[config.mk]
export PLATFORM = sky130hd
export DESIGN_NAME = hazard_forward_ctrl_flat
export DESIGN_NICKNAME = d
export VERILOG_FILES = /design/src/rtl/hazard_forward_ctrl_if.sv /design/src/rtl/hazard_forward_ctrl.sv /design/src/flat_wrapper.sv
export SDC_FILE = /design/constraint.sdc
export NUM_CORES = 1
export LEC_CHECK = 0
export BUFFER_PORTS_ARGS = -buffer_cell sky130_fd_sc_hd__buf_2
export CAP_MARGIN = 0
export CORE_MARGIN = 2
export CORE_UTILIZATION = 53
export CTS_CLUSTER_DIAMETER = 150
export DETAILED_ROUTE_END_ITERATION = 10
export PLACE_DENSITY_LB_ADDON = 0.25
export SLEW_MARGIN = 10
export SYNTH_ARGS = -nofsm -noshare
export SYNTH_HDL_FRONTEND = slang
export SYNTH_SLANG_ARGS = --single-unit
[constraint.sdc]
create_clock -name clk -period 3.7 [get_ports clk]
set_input_delay 0.185 -clock clk [delete_from_list [all_inputs] [get_ports clk]]
set_output_delay 0.185 -clock clk [all_outputs]
set_load 0.01 [all_outputs]
[src/rtl/hazard_forward_ctrl_if.sv]
// Bundle between ID-stage decode and the hazard/forwarding controller.
// There is no valid/ready pair here: id_valid qualifies the ID slot and has no
// ready. Backpressure toward IF/ID is stall_id, and pipe_hold freezes everything.
// dbg_*_slot expose the internal slots as {valid, rd[4:0], reg_write, mem_read}.
interface hazard_forward_ctrl_if;
  logic       id_valid;
  logic [4:0] id_rs1;
  logic [4:0] id_rs2;
  logic       id_uses_rs1;
  logic       id_uses_rs2;
  logic [4:0] id_rd;
  logic       id_reg_write;
  logic       id_mem_read;
  logic       ex_flush;
  logic       pipe_hold;
  logic [1:0] forward_a;
  logic [1:0] forward_b;
  logic       stall_id;
  logic       id_ex_bubble;
  logic [7:0] dbg_ex_slot;
  logic [7:0] dbg_mem_slot;
  logic [7:0] dbg_wb_slot;

  modport master (
    output id_valid, id_rs1, id_rs2, id_uses_rs1, id_uses_rs2, id_rd,
           id_reg_write, id_mem_read, ex_flush, pipe_hold,
    input  forward_a, forward_b, stall_id, id_ex_bubble,
           dbg_ex_slot, dbg_mem_slot, dbg_wb_slot
  );

  modport slave (
    input  id_valid, id_rs1, id_rs2, id_uses_rs1, id_uses_rs2, id_rd,
           id_reg_write, id_mem_read, ex_flush, pipe_hold,
    output forward_a, forward_b, stall_id, id_ex_bubble,
           dbg_ex_slot, dbg_mem_slot, dbg_wb_slot
  );
endinterface

[src/rtl/hazard_forward_ctrl.sv]
// Hazard controller for the 5-stage RV32 core: tracks in-flight destination
// metadata through ex/mem/wb slots, registers EX-stage forward selects and
// raises load-use stall / ID-EX bubble controls.
module hazard_forward_ctrl (
  input logic                 clk,
  input logic                 rst_n,
  hazard_forward_ctrl_if.slave bus
);

  typedef struct packed {
    logic       valid;
    logic [4:0] rd;
    logic       reg_write;
    logic       mem_read;
  } slot_t;

  localparam logic [1:0] FWD_RF  = 2'b00;
  localparam logic [1:0] FWD_MEM = 2'b01;
  localparam logic [1:0] FWD_EX  = 2'b10;

  slot_t      ex_q, mem_q, wb_q;
  logic [1:0] fwd_a_q, fwd_b_q;
  logic [1:0] fwd_a_d, fwd_b_d;
  logic       ex_match_a, ex_match_b, mem_match_a, mem_match_b;
  logic       load_use, bubble, stall;

  // Match ID sources against the ex/mem slots, pick the youngest producer and
  // detect a load in ex feeding ID. A flush outranks a load-use stall.
  always_comb begin
    ex_match_a  = 1'b0;
    ex_match_b  = 1'b0;
    mem_match_a = 1'b0;
    mem_match_b = 1'b0;
    fwd_a_d     = FWD_RF;
    fwd_b_d     = FWD_RF;
    load_use    = 1'b0;
    bubble      = 1'b0;
    stall       = 1'b0;

    ex_match_a  = ex_q.valid & ex_q.reg_write & (ex_q.rd != 5'd0) &
                  (ex_q.rd == bus.id_rs1) & bus.id_uses_rs1 & bus.id_valid;
    ex_match_b  = ex_q.valid & ex_q.reg_write & (ex_q.rd != 5'd0) &
                  (ex_q.rd == bus.id_rs2) & bus.id_uses_rs2 & bus.id_valid;
    mem_match_a = mem_q.valid & mem_q.reg_write & (mem_q.rd != 5'd0) &
                  (mem_q.rd == bus.id_rs1) & bus.id_uses_rs1 & bus.id_valid;
    mem_match_b = mem_q.valid & mem_q.reg_write & (mem_q.rd != 5'd0) &
                  (mem_q.rd == bus.id_rs2) & bus.id_uses_rs2 & bus.id_valid;

    if (ex_match_a)       fwd_a_d = FWD_EX;
    else if (mem_match_a) fwd_a_d = FWD_MEM;
    if (ex_match_b)       fwd_b_d = FWD_EX;
    else if (mem_match_b) fwd_b_d = FWD_MEM;

    load_use = ex_q.mem_read & (ex_match_a | ex_match_b);
    // rst_n gating keeps both controls quiet while reset is asserted.
    stall    = load_use & ~bus.ex_flush & ~bus.pipe_hold & rst_n;
    bubble   = (load_use | bus.ex_flush) & ~bus.pipe_hold & rst_n;
  end

  // Advance the slots and forward registers unless the pipeline is frozen.
  always_ff @(posedge clk or negedge rst_n) begin
    if (!rst_n) begin
      ex_q    <= '0;
      mem_q   <= '0;
      wb_q    <= '0;
      fwd_a_q <= FWD_RF;
      fwd_b_q <= FWD_RF;
    end else if (!bus.pipe_hold) begin
      wb_q  <= mem_q;
      mem_q <= ex_q;
      if (bubble) begin
        ex_q    <= '0;
        fwd_a_q <= FWD_RF;
        fwd_b_q <= FWD_RF;
      end else begin
        ex_q    <= '{valid: bus.id_valid, rd: bus.id_rd,
                     reg_write: bus.id_reg_write, mem_read: bus.id_mem_read};
        fwd_a_q <= fwd_a_d;
        fwd_b_q <= fwd_b_d;
      end
    end
  end

  assign bus.forward_a    = fwd_a_q;
  assign bus.forward_b    = fwd_b_q;
  assign bus.stall_id     = stall;
  assign bus.id_ex_bubble = bubble;
  assign bus.dbg_ex_slot  = ex_q;
  assign bus.dbg_mem_slot = mem_q;
  assign bus.dbg_wb_slot  = wb_q;

endmodule
[src/flat_wrapper.sv]
// flat-port wrapper written by rule: the top's interface ports become plain ports
module hazard_forward_ctrl_flat 
  (clk, rst_n, bus_id_valid, bus_id_rs1, bus_id_rs2, bus_id_uses_rs1, bus_id_uses_rs2, bus_id_rd, bus_id_reg_write, bus_id_mem_read, bus_ex_flush, bus_pipe_hold, bus_forward_a, bus_forward_b, bus_stall_id, bus_id_ex_bubble, bus_dbg_ex_slot, bus_dbg_mem_slot, bus_dbg_wb_slot);
  hazard_forward_ctrl_if bus_i ();
  input logic clk;
  input logic rst_n;
  input wire logic [$bits(bus_i.id_valid)-1:0] bus_id_valid;
  input wire logic [$bits(bus_i.id_rs1)-1:0] bus_id_rs1;
  input wire logic [$bits(bus_i.id_rs2)-1:0] bus_id_rs2;
  input wire logic [$bits(bus_i.id_uses_rs1)-1:0] bus_id_uses_rs1;
  input wire logic [$bits(bus_i.id_uses_rs2)-1:0] bus_id_uses_rs2;
  input wire logic [$bits(bus_i.id_rd)-1:0] bus_id_rd;
  input wire logic [$bits(bus_i.id_reg_write)-1:0] bus_id_reg_write;
  input wire logic [$bits(bus_i.id_mem_read)-1:0] bus_id_mem_read;
  input wire logic [$bits(bus_i.ex_flush)-1:0] bus_ex_flush;
  input wire logic [$bits(bus_i.pipe_hold)-1:0] bus_pipe_hold;
  output wire logic [$bits(bus_i.forward_a)-1:0] bus_forward_a;
  output wire logic [$bits(bus_i.forward_b)-1:0] bus_forward_b;
  output wire logic [$bits(bus_i.stall_id)-1:0] bus_stall_id;
  output wire logic [$bits(bus_i.id_ex_bubble)-1:0] bus_id_ex_bubble;
  output wire logic [$bits(bus_i.dbg_ex_slot)-1:0] bus_dbg_ex_slot;
  output wire logic [$bits(bus_i.dbg_mem_slot)-1:0] bus_dbg_mem_slot;
  output wire logic [$bits(bus_i.dbg_wb_slot)-1:0] bus_dbg_wb_slot;
  assign bus_i.id_valid = bus_id_valid;
  assign bus_i.id_rs1 = bus_id_rs1;
  assign bus_i.id_rs2 = bus_id_rs2;
  assign bus_i.id_uses_rs1 = bus_id_uses_rs1;
  assign bus_i.id_uses_rs2 = bus_id_uses_rs2;
  assign bus_i.id_rd = bus_id_rd;
  assign bus_i.id_reg_write = bus_id_reg_write;
  assign bus_i.id_mem_read = bus_id_mem_read;
  assign bus_i.ex_flush = bus_ex_flush;
  assign bus_i.pipe_hold = bus_pipe_hold;
  assign bus_forward_a = bus_i.forward_a;
  assign bus_forward_b = bus_i.forward_b;
  assign bus_stall_id = bus_i.stall_id;
  assign bus_id_ex_bubble = bus_i.id_ex_bubble;
  assign bus_dbg_ex_slot = bus_i.dbg_ex_slot;
  assign bus_dbg_mem_slot = bus_i.dbg_mem_slot;
  assign bus_dbg_wb_slot = bus_i.dbg_wb_slot;
  hazard_forward_ctrl u_core (.clk(clk), .rst_n(rst_n), .bus(bus_i));
endmodule
-- Word-level counts from Yosys, hierarchy flattened
Cells that the tools add are included.
- logic and storage cells: 53
- bits in registers: 28
- memories: 0
- memory bits (writable): 0
- input bits: 24
- memory bits (read-only): 0
- bits in latches: 0
- div/mod/pow operators: 0
- multiply operators: 0
- shift-type cells: 0
- reduce and logical (&&, ||, !) cells: 2
- eq/ne operators: 4
- add/subtract/negate cells: 0
- magnitude comparators: 0
- mux-type cells: 7
- bitwise gates (word level): 26
- operators by type and width (kind ; count):
    1-bit bitwise AND ; 22
    5-bit == test ; 4
    5-bit nonzero test ; 2
    2-bit two-way mux ; 4
    8-bit two-way mux ; 1
    1-bit two-way mux ; 2
    1-bit inverter ; 2
    1-bit OR ; 2

-- Logic depth before layout (Yosys ltp)
- depth after elaboration: 11
- depth in mapped cells: 6
- depth with buffers taken out: 5

-- Worst setup path after synthesis
OpenSTA, ideal clock, no wires.
- path type: register to output
- start point: register u_core.ex_q, in the netlist u_core.bus.dbg_ex_slot[3]
- end point: output port bus_id_ex_bubble
- arrival time: 1.447 ns
- cell stages (with the launch flop): 6
- required time: 3.515 ns
- path slack: 2.068 ns
- cells stage by stage: dfrtp_1 > or3_1 > o311a_4 > nand3_2 > o21ai_2 > buf_6
- word-level cells in the longest chain between the ends: 10
- ends and longest elaborated chain (what ; line ; text):
    start, declared ; hazard_forward_ctrl.sv:21 ; slot_t ex_q, mem_q, wb_q;
    start signal, assigned ; hazard_forward_ctrl.sv:76 ; ex_q <= '{valid: bus.id_valid, rd: bus.id_rd,
    5-bit nonzero test ; hazard_forward_ctrl.sv:40, hazard_forward_ctrl.sv:42 ;
    1-bit bitwise AND ; hazard_forward_ctrl.sv:40, hazard_forward_ctrl.sv:42 ;
    1-bit bitwise AND (on tied branches) ; hazard_forward_ctrl.sv:40, hazard_forward_ctrl.sv:42 ;
    1-bit bitwise AND (on tied branches) (2 in series) ; hazard_forward_ctrl.sv:41, hazard_forward_ctrl.sv:43 ;
    1-bit OR * ; hazard_forward_ctrl.sv:54 ; load_use = ex_q.mem_read & (ex_match_a | ex_match_b);
    1-bit bitwise AND * ; hazard_forward_ctrl.sv:54 ;
    1-bit OR * ; hazard_forward_ctrl.sv:57 ; bubble = (load_use | bus.ex_flush) & ~bus.pipe_hold & rst_n;
    1-bit bitwise AND * (2 in series) ; hazard_forward_ctrl.sv:57 ;
    end, declared ; flat_wrapper.sv:20 ; output wire logic [$bits(bus_i.id_ex_bubble)-1:0] bus_id_ex_bubble;
Mark *: on every way between the ends. The rest lies on a longest branch, timed or not.

-- Worst setup path after layout
- start point: input port rst_n
- end point: output port bus_id_ex_bubble
- word-level cells in the longest chain between the ends: 1
- ends and longest elaborated chain (what ; line ; text):
    start, declared ; flat_wrapper.sv:6 ; input logic rst_n;
    1-bit bitwise AND ; hazard_forward_ctrl.sv:57 ;
No other way between the ends.

==> impl_metrics.ini <==
[sta]
skew_ps = 2.880
timing.fmax_mhz = 377.5
setup_viol = 0
period_needed_ps = 2649
rsz0062_at_grt = no
maxSlewViolCount = 0
tns_ps = 0
worstMarginPinSlew_ps = 712.9
relSlewSlack = 0.5246
final_hold_viol_count = 0
timing.final.crit_share = 0.7160

[critical_path]
cp_num_buf_inv = 3
path_class = input port to output port
slowest_delay_ps = 570
arrival_ps = 2460
cp.required_ps = 3510
startpoint_type = input port
cp_top_family = buffers and inverters
crit_path_top_delay_cell = o21ai_2
worst_path_most_repeated_cell = buf_2
critical_path.cell_chain = dlygate4sd3_1 > buf_2 > and2b_2 > nand3_2 > o21ai_2 > buf_2
rrSetupSlack_ps = 1740
critical_path.endpoint_type = output port
worstPathMaxFanout = 31

[routing]
drt_iter0_drc = 37
drtAntennaViolNets = 0
avgRoutedWirePerCell_um = 14.90
viasPerCell = 5.442
drc = 0
wl_um = 3099
dr.pass1.iters = 5
num_vias = 1132

[synth]
synth_seq_area_share = 0.4671
synth.avg_cell_area_um2 = 12.10
synth_area_um2 = 1500
ys_warn_count = 0
synthSimpleGateAreaFrac = 0.1685
synth_cells = 124
synth-compound-area-share = 0.05171
synthMuxAreaShare = 0.1735
synthXorXnorAreaFrac = 0.1168
synthAdderAreaFrac = 0
ys_seq_elements = 28
synth_nets = 148
ys_types = 28
synth_top_family_by_area = multiplexers

[cts]
clkSinkCount = 28
numCtsBuffers = 3
clockBufferDepth = 2
cts_resized = 0
clk_root_buffer_cell = clkbuf_4
tritoncts = built
path_clk_slew_ps = 140
cts.htree.levels = 1
worstSkewPairLatency_ps = 330

[die]
rows = 19
core_area_um2 = 2734
die_area_um2 = 3272
ios = 54
start_util = 0.5487
die-width_um = 57.20
die_y_um = 57.20

[cells_and_area]
final_core_util = 0.6645
layout_commonest_cell = buf_2
multi_input_area_um2 = 765.7
syn2layout_area_growth_pct = 21.10
ff_latch_area_um2 = 700.7
layout-drive-gt1-share = 0.4689
nets = 202
fill_cells = 229
layout_common_cells = 53 x buf_2, 28 x dfrtp_1, 12 x xor2_1
final_area_um2 = 1817
n_antenna_cell = 0

[power]
p_leak_uw = 0.0008812
power_density_nw_per_um2 = 402.6
ir_worst_vdd_uv = 331.9

[grt]
antenna_found_initial = 0
use_met2 = 0.3054
grt_use_met1 = 0.3055
grt_max_degree = 33
grtUsageTotal = 0.2058
grt_pass1_vias = 1046
grtUsageMet3 = 0.05215
gr-max-usage-layer = met1
grt_pass1_wl_um = 5147
gr-total-overflow = 0

[placed_design]
place_hpwl_um = 2423
finalWeightedCongestion = 0.8023
place_area_um2 = 1770
placement.io_buffers = 53

[run_status]
outcome = finished clean

[run]
max_cap_violations = 0

[worst_hold_path]
min_path_type = input port to flop
-- kinds of logic after synthesis --
logic type             count (synthesis)
AO/OA/AOI/OAI                          9
flip-flops                            28
XOR/XNOR                              20
buffers and inverters                  5
multiplexers                          24
AND/OR/NAND/NOR                       38
-- power breakdown --
part / switching, uW / internal (uW)
clock: 87.1 / 60.3
combinational: 98.2 / 94.9
sequential: 45.1 / 346
total: 230 / 501
-- worst paths after layout --
kind,from,to,cells after the start
max,rst_n,bus_id_ex_bubble,6
min,bus_id_reg_write,u_core.bus.dbg_ex_slot[1],3
max reg2reg,u_core.bus.dbg_ex_slot[5],u_core.bus.dbg_ex_slot[5],5
min reg2reg,u_core.bus.dbg_wb_slot[5],u_core.bus.dbg_wb_slot[5],1
max in group asynchronous,rst_n,u_core.bus.dbg_mem_slot[7],2
min in group asynchronous,rst_n,u_core.bus.dbg_wb_slot[7],2
-- Yosys cell counts --
cell type,number,share of area
o311a_4,1,0.014
xor2_1,12,0.070
nand3_2,1,0.0067
nand3b_1,1,0.0050
a21oi_1,2,0.0067
and2b_2,1,0.0058
o21a_1,2,0.010
nor2_1,2,0.0050
o21ai_2,1,0.0058
and4b_1,1,0.0067
nand2_1,8,0.020
mux2_2,8,0.060
nand4b_1,1,0.0058
mux2_1,8,0.060
o21ai_1,2,0.0067
or3_1,1,0.0042
nor4_4,2,0.028
dfrtp_1,28,0.47
xnor2_1,8,0.047
mux2i_1,8,0.053
clkbuf_1,3,0.0075
nor2_4,1,0.0075
nor2_2,10,0.042
nand3_1,4,0.013
buf_6,2,0.015
nor3_1,3,0.010
nand4_1,2,0.0083
a22oi_2,1,0.0083
-- layout make-up --
class / instances / area share
Multi-Input combinational cell: 91 / 0.4215
Sequential cell: 28 / 0.3857
Timing Repair Buffer: 54 / 0.1515
Tap cell: 31 / 0.02135
Clock buffer: 4 / 0.01997
-- timing repair --
| item | 4_1_cts | 5_1_grt |
|---|---|---|
| hold endpoints to repair | 28 | 0 |
| setup buffers | 0 | 0 |
| hold buffers | 1 | 0 |
-- registers in the layout, summed over array words and instances (netlist names) --
signal                   cells
u_core.bus.dbg_mem_slot      8
u_core.bus.dbg_ex_slot       8
u_core.bus.dbg_wb_slot       8
u_core.bus.forward_a         2
u_core.bus.forward_b         2
-- tightest hold or removal path: stages --
cell and delay [ps]:
buf_2 70, mux2i_1 60, nor2_2 70
-- layer usage --
layer | vias to the layer above | share of wire
li1 | 543 | -
met1 | 542 | 0.46
met2 | 43 | 0.47
met3 | 4 | 0.059
met4 | 0 | 0.011
met5 | - | 0
-- per-stage QoR --
step	hold WS (ps)	power (uW)	setup slack (ps)	cells
5_1_grt	81.21	774.4	867.2	208
2_1_floorplan	-110.6	509.3	2068	124
6_report	87.63	731.4	1051	208
3_3_place_gp	240.3	586.6	1626	203
3_5_place_dp	255.0	593.2	1560	203
4_1_cts	81.65	740.3	1010	208
Note: power is estimated with default switching activity, not from simulation.
